$ cat config.mk
export PLATFORM = sky130hd
export DESIGN_NAME = imem_loader
export DESIGN_NICKNAME = d
export VERILOG_FILES = /design/src/rtl/imem_loader.sv
export SDC_FILE = /design/constraint.sdc
export NUM_CORES = 1
export LEC_CHECK = 0
export CORE_MARGIN = 4
export CORE_UTILIZATION = 58
export CTS_BUF_LIST = sky130_fd_sc_hd__clkbuf_16
export CTS_CLUSTER_DIAMETER = 200
export DETAILED_ROUTE_END_ITERATION = 8
export PLACE_DENSITY = 0.9
export REMOVE_ABC_BUFFERS = 1
export SLEW_MARGIN = 20
export SYNTH_ARGS = -nofsm -noshare
export SYNTH_HDL_FRONTEND = slang
export SYNTH_SLANG_ARGS = --single-unit
$ cat constraint.sdc
create_clock -name clk -period 5 [get_ports clk]
set_input_delay 1 -clock clk [delete_from_list [all_inputs] [get_ports clk]]
set_output_delay 1 -clock clk [all_outputs]
set_load 0.05 [all_outputs]
$ cat src/rtl/imem_loader.sv
// imem_loader: byte-stream writer for the instruction memory.
// The stream is CNT_HI, CNT_LO, then N big-endian words sent as HI,LO bytes.
// Each word goes out through one instrmem write port. The processor is held
// in reset until the whole image has been written.
// Optional build macro IMEM_LOADER_CHECKSUM_EN adds a trailing XOR checksum
// byte. A mismatch aborts the load into the error state.
module imem_loader #(
  parameter logic [15:0] BASE_ADDR = 16'h0000,
  parameter logic [15:0] MAX_WORDS = 16'hffff
) (
  input  logic        clk,
  input  logic        reset,
  input  logic        start,
  input  logic        in_valid,
  input  logic [7:0]  in_data,
  output logic        in_ready,
  output logic        mem_we,
  output logic [15:0] mem_addr,
  output logic [15:0] mem_wdata,
  output logic        busy,
  output logic        done,
  output logic        error,
  output logic        proc_reset
);

  typedef enum logic [2:0] {
    S_IDLE, S_CNT_HI, S_CNT_LO, S_DATA_HI, S_DATA_LO, S_CHK, S_DONE, S_ERR
  } state_t;

  // Where the stream goes once the last count or data byte has been taken.
`ifdef IMEM_LOADER_CHECKSUM_EN
  localparam state_t S_FIN = S_CHK;
`else
  localparam state_t S_FIN = S_DONE;
`endif

  state_t      state_q, state_d;
  logic [15:0] cnt_q, cnt_d;      // word count from the header
  logic [7:0]  hi_q, hi_d;        // high byte held until its low byte arrives
  logic [15:0] idx_q, idx_d;      // index of the word being assembled
  logic        we_q, we_d;
  logic [15:0] addr_q, addr_d;
  logic [15:0] wdata_q, wdata_d;
`ifdef IMEM_LOADER_CHECKSUM_EN
  logic [7:0]  chk_q, chk_d;      // running XOR of every accepted byte
`endif

  logic        accept;
  logic [15:0] hdr;

  // in_ready comes from the state alone, so a source may wait for it before raising valid.
  assign in_ready = (state_q == S_CNT_HI)  || (state_q == S_CNT_LO) ||
                    (state_q == S_DATA_HI) || (state_q == S_DATA_LO) ||
                    (state_q == S_CHK);
  assign accept   = in_valid && in_ready;
  assign hdr      = {hi_q, in_data};

  assign busy       = in_ready;
  assign done       = (state_q == S_DONE);
  assign error      = (state_q == S_ERR);
  assign proc_reset = (state_q != S_DONE);
  assign mem_we     = we_q;
  assign mem_addr   = addr_q;
  assign mem_wdata  = wdata_q;

  // Next-state logic: every stream state advances only on an accepted byte.
  always_comb begin
    state_d = state_q;
    cnt_d   = cnt_q;
    hi_d    = hi_q;
    idx_d   = idx_q;
    we_d    = 1'b0;
    addr_d  = addr_q;
    wdata_d = wdata_q;
`ifdef IMEM_LOADER_CHECKSUM_EN
    chk_d   = accept ? (chk_q ^ in_data) : chk_q;
`endif
    case (state_q)
      S_IDLE, S_DONE, S_ERR: begin
        if (start) begin
          state_d = S_CNT_HI;
          idx_d   = 16'd0;
`ifdef IMEM_LOADER_CHECKSUM_EN
          chk_d   = 8'd0;
`endif
        end
      end
      S_CNT_HI: begin
        if (accept) begin
          hi_d    = in_data;
          state_d = S_CNT_LO;
        end
      end
      S_CNT_LO: begin
        if (accept) begin
          cnt_d = hdr;
          if (hdr == 16'd0)            state_d = S_FIN;
          else if (hdr > MAX_WORDS)    state_d = S_ERR;
          else                         state_d = S_DATA_HI;
        end
      end
      S_DATA_HI: begin
        if (accept) begin
          hi_d    = in_data;
          state_d = S_DATA_LO;
        end
      end
      S_DATA_LO: begin
        if (accept) begin
          we_d    = 1'b1;
          addr_d  = BASE_ADDR + idx_q;
          wdata_d = {hi_q, in_data};
          idx_d   = idx_q + 16'd1;
          state_d = (idx_q == cnt_q - 16'd1) ? S_FIN : S_DATA_HI;
        end
      end
`ifdef IMEM_LOADER_CHECKSUM_EN
      S_CHK: begin
        if (accept) state_d = (in_data == chk_q) ? S_DONE : S_ERR;
      end
`endif
      default: state_d = S_IDLE;
    endcase
  end

  // State and datapath registers; reset discards any partial load.
  always_ff @(posedge clk) begin
    if (reset) begin
      state_q <= S_IDLE;
      cnt_q   <= 16'd0;
      hi_q    <= 8'd0;
      idx_q   <= 16'd0;
      we_q    <= 1'b0;
      addr_q  <= 16'd0;
      wdata_q <= 16'd0;
`ifdef IMEM_LOADER_CHECKSUM_EN
      chk_q   <= 8'd0;
`endif
    end else begin
      state_q <= state_d;
      cnt_q   <= cnt_d;
      hi_q    <= hi_d;
      idx_q   <= idx_d;
      we_q    <= we_d;
      addr_q  <= addr_d;
      wdata_q <= wdata_d;
`ifdef IMEM_LOADER_CHECKSUM_EN
      chk_q   <= chk_d;
`endif
    end
  end

endmodule

==> flow_summary.yaml, run 1 <==
grt:
  grt_start_max_net_pins: 61
  antenna_found_initial: 0
  grt_util_all_layers: 0.232
  grt_pass1_vias: 2948
  grt_pass1_wl_mm: 13.8
  gr-total-overflow: 0
clock_tree:
  cts_root_buf: "clkbuf_16"
  postCtsSetupBuffers: 0
  numCtsBuffers: 9
  cts_hold_buf: 0
  ctsResizeCount: 0
  htree_levels: 3
  cts_tree: "yes"
  clk_pin_slew_ns: 0.06
  worstSkewPairLatency_ns: 0.33
  cts.sinks: 76
  cts.path.max_buffers: 2
synth:
  synth_top_cell_area_share: 0.425
  ys.flop_type: "dfxtp_1"
  synth_edf_count: 0
  synth-seq-cells: 76
  synth_most_common_cell: "nand2_1"
  yosysSeqAreaShare: 0.425
  avgSynthCellArea_um2: 7.98
  synthDistinctLibCells: 47
  synth_area_mm2: 0.00358
  netlist_top_cells_area: "dfxtp_1, nand2_1, a21oi_1, xnor2_1, nor2_1"
  synth_largest_area_cell: "dfxtp_1"
  yosys_warnings: 0
  synthArstFlopShare: 0
  ys_top_cells_by_count: "nand2_1, dfxtp_1, a21oi_1"
  synth_cells: 449
route:
  drc: 0
  post_drt_wl_per_cell_um: 14.7
  postRouteAntennaNets: 0
  avgViaCountPerCell: 5.62
  first_iter_violations: 120
  vias: 3139
  dr.pass1.iters: 5
  drt-total-wl_mm: 8.20
floorplan:
  die_area_mm2: 0.00750
  row_count: 28
  die_w_um: 86.6
  io_pins: 50
  start_util: 0.601
  coreArea_mm2: 0.00596
  die_y_um: 86.6
finish:
  fillers: 477
  drive_above_1_share: 0.0682
  seqCellArea_mm2: 0.00152
  syn_to_final_growth_pct: 22.0
  antenna_cells: 0
  multiInputGateArea_mm2: 0.00190
  fin_nets: 493
power:
  seqPwrFrac: 0.446
  p_comb_frac: 0.074
  ir_drop_mv: 0.324
  internal_power_mw: 1.09
  swShare: 0.222
  switching_power_uw: 311
  power_frac_clock: 0.480
  p_leak_nw: 1.51
  power_density_mw_per_mm2: 320
min_path:
  hold_path_class: "reg -> reg"
  whs_endpoint: "mem_addr[14]$_SDFFE_PP0P_"
  hold_path_depth: 2
  hp-start: "mem_addr[14]$_SDFFE_PP0P_"
setup_path:
  start_kind: "flop"
  worstPathMaxFanout: 17
  crit_required_ns: 4.00
  r2r_cells: 8
  critPathCaptureType: "primary output"
  path_class: "reg -> out"
  reg2reg_to: "state_q[0]$_SDFFE_PP0P_"
  rrSetupSlack_ns: 2.66
  cp_data_arrival_time_ns: 2.26
  r2r-start: "cnt_q[0]$_SDFFE_PP0P_"
sta:
  hold_viol: 0
  hold_slack_ns: 0.452
  min_period_ns: 3.26
  fin_setup_tns_ns: 0
  finalSetupViolCount: 0
  fmax_ghz: 0.306
  fin_skew_ns: 0.00507
  tightest_slew_ns: 0.663
  rsz0062_at_grt: "false"
  finalCritPeriodShare: 0.653
  drv_slew: 0
  slew_headroom: 0.558
place:
  portBuffers: 49
  place.gp.congestion: 0.891
  hpwlAfterDp_mm: 5.83
run_status:
  outcome: "complete, no violations"
flow_run:
  maxCapViolations: 0
==> layer usage <==
metal	wire length, um	vias up	global-route usage
met5	0	-	0
met4	139	0	0.0878
met3	314	16	0.0399
met2	3980	85	0.390
met1	3770	1455	0.298
li1	-	1583	-
==> layout make-up <==
class / count / area share
Multi-Input combinational cell: 331 / 0.435
Sequential cell: 76 / 0.348
Timing Repair Buffer: 51 / 0.115
Clock buffer: 9 / 0.0515
Tap cell: 75 / 0.0215
Clock inverter: 7 / 0.0209
Inverter: 10 / 0.00859
==> power by group through the flow <==
stage	clock network (mW)	registers (mW)	logic (mW)
final	0.671	0.625	0.103
after global routing	0.707	0.626	0.112
after CTS	0.677	0.624	0.102
after detailed placement	0	0.638	0.102
after global placement	0	0.637	0.0997
after floorplan	0	0.635	0.0639
==> through the flow <==
stage                     worst slack [ns]   util  total power, mW  std cells  instance area [um^2]
after CTS                             1.80  0.733             1.40        559                  4360
after global placement                1.79  0.679            0.737        543                  4050
after global routing                  1.59  0.734             1.44        559                  4370
after floorplan                       1.84      -            0.698        417                  3450
after detailed placement              1.67  0.679            0.739        543                  4050
final                                 1.74  0.734             1.40        559                  4370
==> logic make-up after synthesis <==
kind of cell,synth area share
flops,0.425
xor+xnor,0.0880
fa+ha+maj,0.00698
mux,0.0279
buf+inv,0.0486
simple gates,0.268
compound gates,0.136
==> critical path, cell delays in order (launching register included) <==
cell,delay (ns)
dfxtp_1,0.66
nor3_1,0.15
a21oi_1,0.26
clkdlybuf4s50_1,0.86
==> flip-flops by register name (all words and copies together), names as in the netlist <==
register	count
cnt_q	16
hi_q	8
state_q	3
mem_wdata	16
idx_q	16
mem_addr	16
mem_we	1
==> worst max-delay path by stage <==
stage                                 start                       to  slack [ns]  cells after the start
finish              state_q[2]$_SDFFE_PP0P_                     busy        1.74                      3
global route        state_q[2]$_SDFFE_PP0P_                     busy        1.59                      3
CTS                 state_q[2]$_SDFFE_PP0P_                     busy        1.80                      3
detailed placement                 in_valid  state_q[0]$_SDFFE_PP0P_        1.67                      5
global placement                   in_valid   idx_q[15]$_SDFFE_PP0P_        1.79                      7
floorplan           state_q[2]$_SDFFE_PP0P_                     busy        1.84                      2
==> layout by cell type (no fill, tap or decap), drive strengths merged, types with 3 or more instances in the layout <==
master / count
clkdlybuf4s50: 48
a211oi: 3
nand2: 113
clkinv: 4
xor2: 15
o21ai: 4
buf: 3
nor4b: 4
nor2: 36
nor3: 7
nand3: 13
xnor2: 21
and3: 3
nor4: 7
and2: 4
nand4: 7
nand4b: 4
inv: 10
clkbuf: 9
o211ai: 3
dfxtp: 76
mux2i: 10
a21oi: 51
a31oi: 5
Power figures use the tool's default switching activity.
==> run 2: changes to the inputs <==
CORE_UTILIZATION = 54   (was 58)
PLACE_DENSITY = 0.85   (was 0.9)
clock period = 3.4 ns   (was 5 ns; I/O delays follow)
==> flow_summary.yaml, run 2 (same netlist as run 1, synthesis figures left out) <==
run_status:
  outcome: "complete, no violations"
power:
  power_frac_clock: 0.454
  p_leak_nw: 1.52
  ir_drop_mv: 0.410
  p_comb_frac: 0.078
  switching_power_uw: 444
  swShare: 0.226
  power_density_mw_per_mm2: 450
  seqPwrFrac: 0.469
  internal_power_mw: 1.52
min_path:
  hp-start: "mem_wdata[7]$_SDFFE_PP0P_"
  whs_endpoint: "mem_wdata[7]$_SDFFE_PP0P_"
  hold_path_depth: 2
  hold_path_class: "reg -> reg"
floorplan:
  start_util: 0.561
  die_w_um: 89.4
  row_count: 29
  io_pins: 50
  coreArea_mm2: 0.00639
  die_area_mm2: 0.00800
  die_y_um: 89.4
clock_tree:
  cts_tree: "yes"
  cts_hold_buf: 0
  numCtsBuffers: 9
  postCtsSetupBuffers: 0
  worstSkewPairLatency_ns: 0.33
  cts.sinks: 76
  htree_levels: 3
  ctsResizeCount: 0
  cts_root_buf: "clkbuf_16"
  clk_pin_slew_ns: 0.06
  cts.path.max_buffers: 2
place:
  place.gp.congestion: 0.890
  dp_slack_ns: 0.477
  portBuffers: 49
  hpwlAfterDp_mm: 5.83
setup_path:
  rrSetupSlack_ns: 1.08
  path_class: "reg -> out"
  crit_required_ns: 2.72
  critPathCaptureType: "primary output"
  worstPathMaxFanout: 17
  r2r-start: "cnt_q[0]$_SDFFE_PP0P_"
  cp_data_arrival_time_ns: 2.21
  start_kind: "flop"
  r2r_cells: 8
  reg2reg_to: "state_q[0]$_SDFFE_PP0P_"
flow_run:
  maxCapViolations: 0
finish:
  antenna_cells: 0
  syn_to_final_growth_pct: 21.4
  layout_common_cells: "nand2_1, dfxtp_1, a21oi_1"
  final_common_cell: "nand2_1"
  drive_above_1_share: 0.0575
  fillers: 521
  fin_util: 0.681
  seqCellArea_mm2: 0.00152
  multiInputGateArea_mm2: 0.00189
  fin_nets: 496
sta:
  fmax_ghz: 0.346
  tightest_slew_ns: 0.710
  finalCritPeriodShare: 0.849
  worst_slack_ns: 0.512
  drv_slew: 0
  rsz0062_at_grt: "false"
  min_period_ns: 2.89
  finalSetupViolCount: 0
  fin_skew_ns: 0.00484
  hold_viol: 0
  fin_setup_tns_ns: 0
  slew_headroom: 0.524
grt:
  gr-total-overflow: 0
  grt_pass1_wl_mm: 13.4
  grt_start_max_net_pins: 33
  grt_util_all_layers: 0.216
  grt_pass1_vias: 2854
  antenna_found_initial: 0
route:
  post_drt_wl_per_cell_um: 14.7
  postRouteAntennaNets: 0
  first_iter_violations: 197
  vias: 3170
  avgViaCountPerCell: 5.62
  drc: 0
  dr.pass1.iters: 4
  drt-total-wl_mm: 8.29
==> run 2: changes by cell type in the layout (fill, tap and decap cells not counted), sizes merged <==
| cell | before | now |
|---|---|---|
| inv | 10 | 15 |
| buf | 3 | 6 |
| clkinv | 4 | 1 |
| bufinv | 2 | 1 |
| clkinvlp | 1 | 0 |
==> run 2: final cells by class <==
| class | count | area share |
|---|---|---|
| sequential | 76 | 0.350 |
| tap | 77 | 0.0221 |
| timing repair buffer | 54 | 0.120 |
| inverter | 10 | 0.00863 |
| clock inverter | 7 | 0.0124 |
| multi-input combinational | 331 | 0.435 |
| clock buffer | 9 | 0.0518 |
==> run 2: power by group through the flow <==
| stage | Clock (mW) | Combinational [mW] | Sequential [mW] |
|---|---|---|---|
| after floorplan | 0 | 0.0940 | 0.933 |
| after CTS | 0.899 | 0.151 | 0.918 |
| after global routing | 0.943 | 0.166 | 0.920 |
| after detailed placement | 0 | 0.150 | 0.937 |
| after global placement | 0 | 0.147 | 0.937 |
| final | 0.889 | 0.152 | 0.919 |
==> run 2: metal layers <==
layer	GRT usage	part of all wire	vias to the layer above
li1	-	-	1584
met1	0.278	0.46	1501
met5	0	0	-
met3	0.0452	0.046	11
met4	0.0907	0.016	0
met2	0.352	0.47	74
==> run 2: worst max path at each step <==
stage | from | end | cells past startpoint
after floorplan | state_q[2]$_SDFFE_PP0P_ | idx_q[1]$_SDFFE_PP0P_ | 4
after global placement | in_valid | idx_q[15]$_SDFFE_PP0P_ | 7
after detailed placement | in_valid | idx_q[13]$_SDFFE_PP0P_ | 7
after CTS | state_q[2]$_SDFFE_PP0P_ | in_ready | 3
after global routing | state_q[2]$_SDFFE_PP0P_ | busy | 3
final | state_q[2]$_SDFFE_PP0P_ | in_ready | 3
==> run 2: worst max-delay path, stage by stage, from the launching register on <==
cell             delay (ns)
dfxtp_1                0.63
nor3_1                 0.15
a21oi_1                0.24
clkdlybuf4s50_1        0.85
==> run 2: through the flow <==
| step | hold WS [ns] | cell area [um^2] | std cells | power (mW) |
|---|---|---|---|---|
| global route | 0.474 | 4350 | 564 | 2.03 |
| detailed placement | 0.446 | 4070 | 548 | 1.09 |
| floorplan | 0.444 | 3450 | 417 | 1.03 |
| global placement | 0.441 | 4070 | 548 | 1.08 |
| finish | 0.450 | 4350 | 564 | 1.96 |
| CTS | 0.454 | 4350 | 564 | 1.97 |
==> run 3: changes to the inputs <==
clock period = 2.95 ns   (was 3.4 ns; I/O delays follow)
==> flow_summary.yaml, run 3 (same netlist as run 1, synthesis figures left out) <==
run_status:
  outcome: "complete, no violations"
place:
  hpwlAfterDp_mm: 5.95
  portBuffers: 49
  place_area_mm2: 0.00409
  place.gp.congestion: 0.873
clock_tree:
  clk_pin_slew_ns: 0.06
  cts_tree: "yes"
  worstSkewPairLatency_ns: 0.33
  cts.sinks: 76
  numCtsBuffers: 9
  postCtsSetupBuffers: 0
  htree_levels: 3
  cts.path.max_buffers: 2
  cts_root_buf: "clkbuf_16"
route:
  post_drt_wl_per_cell_um: 14.9
  avgViaCountPerCell: 5.60
  drc: 0
  dr_wl_met3_um: 356
  drt-total-wl_mm: 8.40
  highest_layer: "met4"
  vias: 3163
  postRouteAntennaNets: 0
  routed-wl-met2_mm: 3.98
  wl_met1_mm: 3.95
  first_iter_violations: 201
  dr.pass1.iters: 4
finish:
  fillers: 532
  drive_above_1_share: 0.0635
  syn_to_final_growth_pct: 22.3
  layout_common_cells: "nand2_1, dfxtp_1, a21oi_1"
  fin_nets: 497
  stdcell_area_mm2: 0.00438
  final_common_cell: "nand2_1"
  antenna_cells: 0
floorplan:
  coreArea_mm2: 0.00639
  io_pins: 50
  die_y_um: 89.4
  row_count: 29
  die_area_mm2: 0.00800
  die_w_um: 89.4
  start_util: 0.561
sta:
  fin_skew_ns: 0.00425
  rsz0062_at_grt: "false"
  hold_viol: 0
  min_period_ns: 2.60
  finalSetupViolCount: 0
  fmax_ghz: 0.385
  hold_slack_ns: 0.452
  slew_headroom: 0.560
  drv_slew: 0
  finalCritPeriodShare: 0.882
  tightest_slew_ns: 0.657
setup_path:
  start_kind: "flop"
  crit_required_ns: 2.36
  cp_data_arrival_time_ns: 2.01
  worstPathMaxFanout: 17
  path_class: "reg -> out"
  critPathCaptureType: "primary output"
power:
  power_density_mw_per_mm2: 523
  p_leak_nw: 1.54
  fin_total_pwr_mw: 2.29
  ir_drop_mv: 0.364
grt:
  gr-total-overflow: 0
  antenna_found_initial: 0
  grt_pass1_wl_mm: 14.1
  grt_pass1_vias: 2962
  grt_util_all_layers: 0.227
  grt_start_max_net_pins: 39
flow_run:
  maxCapViolations: 0
min_path:
  hold_path_class: "reg -> reg"
run 3: changes by cell type in the layout (fill, tap and decap cells not counted):
cell             delta
clkinv_1            +2
inv_1               -4
dlymetal6s2s_1      +2
buf_12              +1
clkdlybuf4s50_1     -2
clkinv_2            +1
clkinvlp_4          +1
run 3: per-stage QoR:
stage               utilization  setup slack (ns)  TNS, ns  std cells
finish                    0.686             0.349        0        565
global route              0.686             0.198        0        565
CTS                       0.685            0.0562        0        565
detailed placement        0.641             0.431        0        549
global placement          0.641             0.498        0        549
floorplan                     -            -0.175    -2.04        417
run 3: power breakdown:
| group | internal, mW | switching [mW] |
|---|---|---|
| logic | 0.0720 | 0.106 |
| clock network | 0.643 | 0.411 |
| registers | 1.04 | 0.0212 |
run 3: area by class of cell:
type | count | area, um^2 | share of cell area
well taps | 77 | 96.3 | 0.0220
inverters | 10 | 37.5 | 0.00857
clock buffers | 9 | 225 | 0.0514
flip-flops and latches | 76 | 1520 | 0.347
clock inverters | 7 | 58.8 | 0.0134
repair buffers | 55 | 548 | 0.125
multi-input cells | 331 | 1890 | 0.432
run 3: worst paths after layout:
path	cells after the start	end	start	slack, ns
setup / recovery	3	error	state_q[1]$_SDFFE_PP0P_	0.35
hold / removal	2	mem_wdata[11]$_SDFFE_PP0P_	mem_wdata[11]$_SDFFE_PP0P_	0.45
setup reg to reg	8	state_q[0]$_SDFFE_PP0P_	cnt_q[0]$_SDFFE_PP0P_	0.60
hold reg to reg	2	mem_wdata[11]$_SDFFE_PP0P_	mem_wdata[11]$_SDFFE_PP0P_	0.45
run 3: timing repair:
action / CTS / global route
endpoints found under the setup margin: 0 / 2
resized for setup: 0 / 2
hold buffers: 0 / 0
run 3: critical path: stages, from the launching register on:
cell and delay, ns:
dfxtp_1 0.64, nand2_1 0.13, nor2_1 0.11, clkdlybuf4s50_1 0.80
run 3: layer usage:
layer	GRT usage	vias up
li1	-	1583
met1	0.310	1493
met2	0.358	75
met3	0.0378	12
met4	0.0920	0
met5	0	-
